`src/rtl/ghash_pkg.sv`:
```
// Shared constants, FSM state type and parameter helpers for the serial GHASH multiplier.
package ghash_pkg;

  // GCM reduction constant, [0:127] bit order (bit 0 = coefficient x^0).
  localparam logic [0:127] R_POLY_DEF = {8'hE1, 120'd0};

  typedef enum logic {IDLE, RUN} state_e;

  function automatic int ncyc(input int digit);
    return 128 / digit;
  endfunction

  function automatic bit digit_legal(input int digit);
    return digit inside {1, 2, 4, 8, 16, 32, 64, 128};
  endfunction

endpackage

```
`src/rtl/gf128_digit_step.sv`:
```
// DIGIT unrolled shift-and-add steps of the GCM bit-serial multiply (combinational).
module gf128_digit_step
  import ghash_pkg::*;
#(
  parameter int           DIGIT  = 8,
  parameter logic [0:127] R_POLY = R_POLY_DEF
) (
  input  logic [0:127]     z_i,
  input  logic [0:127]     v_i,
  input  logic [0:DIGIT-1] a_i,
  output logic [0:127]     z_o,
  output logic [0:127]     v_o
);

  logic [0:127] z, v;

  always_comb begin
    z = z_i;
    v = v_i;
    for (int i = 0; i < DIGIT; i++) begin
      if (a_i[i]) z = z ^ v;
      // >> moves toward higher index; bit 127 is the x^127 coefficient
      v = v[127] ? ((v >> 1) ^ R_POLY) : (v >> 1);
    end
  end

  assign z_o = z;
  assign v_o = v;

endmodule

```
`src/rtl/ghash_mul_serial.sv`:
```
// Digit-serial GF(2^128) multiplier with optional GHASH accumulate: Y = (Y ^ X)*H.
module ghash_mul_serial
  import ghash_pkg::*;
#(
  parameter int           DIGIT  = 8,
  parameter logic [0:127] R_POLY = R_POLY_DEF
) (
  input  logic         iClk,
  input  logic         iRstn,
  input  logic         iValid,
  output logic         oReady,
  input  logic         iMode,
  input  logic         iClear,
  input  logic [0:127] iData,
  input  logic [0:127] iHashkey,
  output logic [0:127] oResult,
  output logic         oValid,
  output logic         oBusy
);

  localparam int NCYC = ncyc(DIGIT);
  localparam int CW   = (NCYC > 1) ? $clog2(NCYC) : 1;

  if (!digit_legal(DIGIT)) begin : g_bad_digit
    $error("ghash_mul_serial: DIGIT must be a power of two in 1..128");
  end

  state_e        state_q;
  logic [CW-1:0] cnt_q;
  logic [0:127]  a_q, z_q, v_q, y_q, res_q;
  logic          mode_q, ovld_q;
  logic [0:127]  z_nx, v_nx, y_eff;
  logic          last;

  gf128_digit_step #(.DIGIT(DIGIT), .R_POLY(R_POLY)) u_step (
    .z_i (z_q),
    .v_i (v_q),
    .a_i (a_q[0:DIGIT-1]),
    .z_o (z_nx),
    .v_o (v_nx)
  );

  assign y_eff = iClear ? '0 : y_q;
  assign last  = (cnt_q == CW'(NCYC - 1));

  // A is shifted toward index 0 so the step always consumes its leading DIGIT bits.
  always_ff @(posedge iClk or negedge iRstn) begin
    if (!iRstn) begin
      state_q <= IDLE;
      cnt_q   <= '0;
      a_q     <= '0;
      z_q     <= '0;
      v_q     <= '0;
      y_q     <= '0;
      res_q   <= '0;
      mode_q  <= 1'b0;
      ovld_q  <= 1'b0;
    end else begin
      ovld_q <= 1'b0;
      case (state_q)
        IDLE: begin
          if (iClear) y_q <= '0;
          if (iValid) begin
            a_q     <= iMode ? (iData ^ y_eff) : iData;
            v_q     <= iHashkey;
            z_q     <= '0;
            cnt_q   <= '0;
            mode_q  <= iMode;
            state_q <= RUN;
          end
        end
        RUN: begin
          z_q   <= z_nx;
          v_q   <= v_nx;
          a_q   <= a_q << DIGIT;
          cnt_q <= cnt_q + CW'(1);
          if (last) begin
            res_q   <= z_nx;
            ovld_q  <= 1'b1;
            if (mode_q) y_q <= z_nx;
            state_q <= IDLE;
          end
        end
        default: state_q <= IDLE;
      endcase
    end
  end

  assign oReady  = (state_q == IDLE);
  assign oBusy   = (state_q == RUN);
  assign oValid  = ovld_q;
  assign oResult = res_q;

endmodule

```
`config.mk`:
```
export PLATFORM = sky130hd
export DESIGN_NAME = ghash_mul_serial
export DESIGN_NICKNAME = d
export VERILOG_FILES = /design/src/rtl/ghash_pkg.sv /design/src/rtl/gf128_digit_step.sv /design/src/rtl/ghash_mul_serial.sv
export SDC_FILE = /design/constraint.sdc
export NUM_CORES = 2
export LEC_CHECK = 0
export CAP_MARGIN = 20
export CORE_MARGIN = 3
export CORE_UTILIZATION = 45
export DETAILED_ROUTE_END_ITERATION = 6
export PLACE_DENSITY_LB_ADDON = 0.08
export REMOVE_ABC_BUFFERS = 1
export SYNTH_ARGS = -nofsm -noshare
export SYNTH_HDL_FRONTEND = slang
export SYNTH_SLANG_ARGS = --single-unit
```
`constraint.sdc`:
```
create_clock -name iClk -period 2 [get_ports iClk]
set_input_delay 0.2 -clock iClk [delete_from_list [all_inputs] [get_ports iClk]]
set_output_delay 0.2 -clock iClk [all_outputs]
set_load 0.01 [all_outputs]
```
==> impl_metrics.tcl <==
set metrics [dict create \
    violations "setup timing" \
    antenna_left 0 \
    first_pass_iters 5 \
    slew_violations 0 \
    grt_overflow_total 0 \
    antenna_found_initial 2 \
    dpl_cell_area_mm2 0.0498 \
    rows 112 \
    path_clk_slew_ns 0.06 \
    numCtsBuffers 78 \
    final-setup-viol-count 217 \
    die_area_mm2 0.0980 \
    clk_latency_ns 0.65 \
    grt_pass1_wl_um 219000 \
    yosys_warnings 0 \
    leakage_nw 25.2 \
    core_area_mm2 0.0935 \
    synth_edf_count 0 \
    wl_per_cell_um 21.7 \
    cts.htree.levels 3 \
    synth_area_mm2 0.0424 \
    ys_types 47 \
    clockBufferDepth 3 \
    skew_ns 0.0225 \
    cp-end-kind "flop" \
    grt_pass1_vias 35300 \
    setup_slack_ns -0.167 \
    ir_worst_vdd_uv 878 \
    rsz0062_at_grt "yes" \
    fin_area_mm2 0.0562 \
    period_minus_slack_ns 2.17 \
    synth_ff_type "dfrtp_1" \
    die_w_um 313 \
    fmaxAchievable_mhz 462 \
    setup_tns_ns -10.54 \
    drt_wl_total_um 149000 \
    p_per_area_mw_per_mm2 2190 \
    dp_hpwl_um 94900 \
    chipHeight_um 313 \
    vias 36700 \
    grt_max_degree 184 \
    gp_congestion 0.875 \
    clock_sinks 647 \
    route.detailed.drc 0 \
    finalHoldViolCount 0 \
    worst-setup-path-type "flop to flop" \
    r2r_end "y_q[99]" \
    initialDrtViolationCount 3094 \
    cts_root_buf "clkbuf_16" \
    crit_arrival_ns 2.68 \
    grt_usage_pct 28.7 \
    layout.nets 5816 \
    start_util_pct 45.4 \
    ys_ff_latch 647 \
    r2r_cells 8 \
    r2r-start "a_q[2]" \
    cap_violations 0 \
    cp.required_ns 2.52 \
    seq_area_frac_synth_pct 38.2 \
    path_max_fanout 8 \
    tightest_slew_ns 0.847 \
    cp-start-kind "flop" \
    area_growth_pct 32.3 \
    status "finished with violations" \
    finalCritPeriodShare_pct 108 \
    hold_path_class "input pin to async pin" \
    syn_inst 5104 \
    ios 392 \
    maxSlewHeadroom_pct 43.5 \
    drive_above_1_share_pct 17.3 \
    port_buffers 391 \
    cts_tree "built" \
    viasPerCell 5.35 \
    n_fill_cell 8175 \
    async_reset_ff_share_pct 100 \
    rrSetupSlack_ns -0.17 \
    syn_avg_cell_area_um2 8.31 \
]
## cell usage in the layout (no fill, tap or decap), types with 55 or more instances in the layout
master and n:
a22o_1 125, nand2_1 1897, mux2i_1 129, nor2_1 57, o21ai_0 401, buf_4 254
xnor3_2 89, xnor2_2 78, clkdlybuf4s50_1 387, xnor2_1 559, clkbuf_16 102, xor2_1 222
xor2_2 61, dfrtp_1 634, nand2_4 55, nand2_2 89, buf_12 93
## cell type report
class	instances	area [um^2]	area share, %
Clock inverter	31	429	0.764
Inverter	9	50.0	0.0891
Multi-Input combinational cell	3995	26300	46.9
Tap cell	1254	1570	2.79
Antenna cell	1	2.50	0.00446
Timing Repair Buffer	823	9270	16.5
Clock buffer	109	2270	4.05
Sequential cell	647	16200	28.9
## cells in the mapped netlist, types with 2 or more instances
master	instances	share of area, %
xor2_1	285	5.9
nor2b_1	3	0.044
buf_4	6	0.11
nand3b_1	3	0.053
inv_1	6	0.053
dfrtp_1	647	38
buf_2	63	0.74
xnor2_1	637	13
clkinv_1	2	0.018
xnor3_1	120	6.4
nand4_1	2	0.029
a21o_1	11	0.19
o21ai_0	452	5.3
nand2b_1	2	0.029
a211oi_1	11	0.19
nand2_1	2042	18
o22ai_1	4	0.059
nor2_1	58	0.51
nand3_1	6	0.071
a2111oi_1	2	0.047
mux2i_1	129	3.0
o21ai_1	2	0.024
xor3_1	6	0.34
mux2_2	11	0.29
a22o_1	125	2.6
nor3_1	2	0.024
and3_1	12	0.18
buf_1	122	1.1
nor4bb_1	2	0.047
a21oi_1	55	0.65
clkbuf_1	260	2.3
## how the worst max path moves through the flow
| stage | startpoint | end | slack, ns | cells past startpoint |
|---|---|---|---|---|
| 2_1_floorplan | oBusy | y_q[100] | -24.13 | 4 |
| 3_3_place_gp | v_q[125] | oResult[2] | -0.15 | 6 |
| 3_5_place_dp | v_q[125] | oResult[2] | -0.21 | 6 |
| 4_1_cts | a_q[3] | oResult[10] | -0.10 | 9 |
| 5_1_grt | a_q[3] | y_q[88] | -0.21 | 8 |
| 6_report | a_q[2] | y_q[99] | -0.17 | 8 |
## cells by family after synthesis
group | Yosys count | synth area share [%]
buffers and inverters | 462 | 4.35
AOI/OAI and AO/OA | 668 | 9.19
and+or+nand+nor | 2136 | 19.1
adders and majority gates | 1 | 0.0295
xor gates and xnor gates | 1049 | 25.8
muxes | 141 | 3.37
DFF | 647 | 38.2
## report_power, final
part           total (mW)  switching (mW)  internal (mW)
clock                15.3            6.07           9.22
sequential           26.7            7.34           19.4
combinational        80.9            39.8           41.2
## worst max-delay path: stages (launching register included)
cell and delay (ns):
dfrtp_4 0.52, buf_12 0.18, buf_12 0.16, buf_12 0.17
nand2_4 0.06, xnor2_2 0.13, xnor2_1 0.22, xnor3_2 0.34
a22o_1 0.23
## routing by layer
| layer | part of all wire (%) | GRT usage (%) |
|---|---|---|
| met1 | 42 | 39.2 |
| met2 | 47 | 46.3 |
| met3 | 6.6 | 4.32 |
| met4 | 3.7 | 10.4 |
| met5 | 0.011 | 0 |
## per-stage QoR
step           std cells  utilization (%)  worst slack, ns  power, mW  hold slack [ns]
6_report            6869             60.1           -0.167        123           0.0510
5_1_grt             6868             60.1           -0.212        131           0.0510
4_1_cts             6816             57.4           -0.103        117           0.0329
3_5_place_dp        6632             53.3           -0.208       97.5            0.141
3_3_place_gp        6632             53.3           -0.153       96.2            0.123
2_1_floorplan       4651                -           -24.13       67.7          -0.0956
## state kept, by name, summed over array words and instances (netlist names)
register  count
a_q         128
oResult     128
v_q         128
y_q         128
z_q         128
cnt_q         4
mode_q        1
oBusy         1
oValid        1
## what timing repair did
| action | CTS | global route |
|---|---|---|
| hold endpoints to repair | 379 | 0 |
| buffers inserted | 35 | 31 |
| cloned | 8 | 25 |
| setup endpoints to repair | 222 | 377 |
| pin swaps | 115 | 207 |
| hold buffers | 2 | 0 |
| resized for setup | 186 | 407 |
Note: power is estimated with default switching activity, not from simulation.
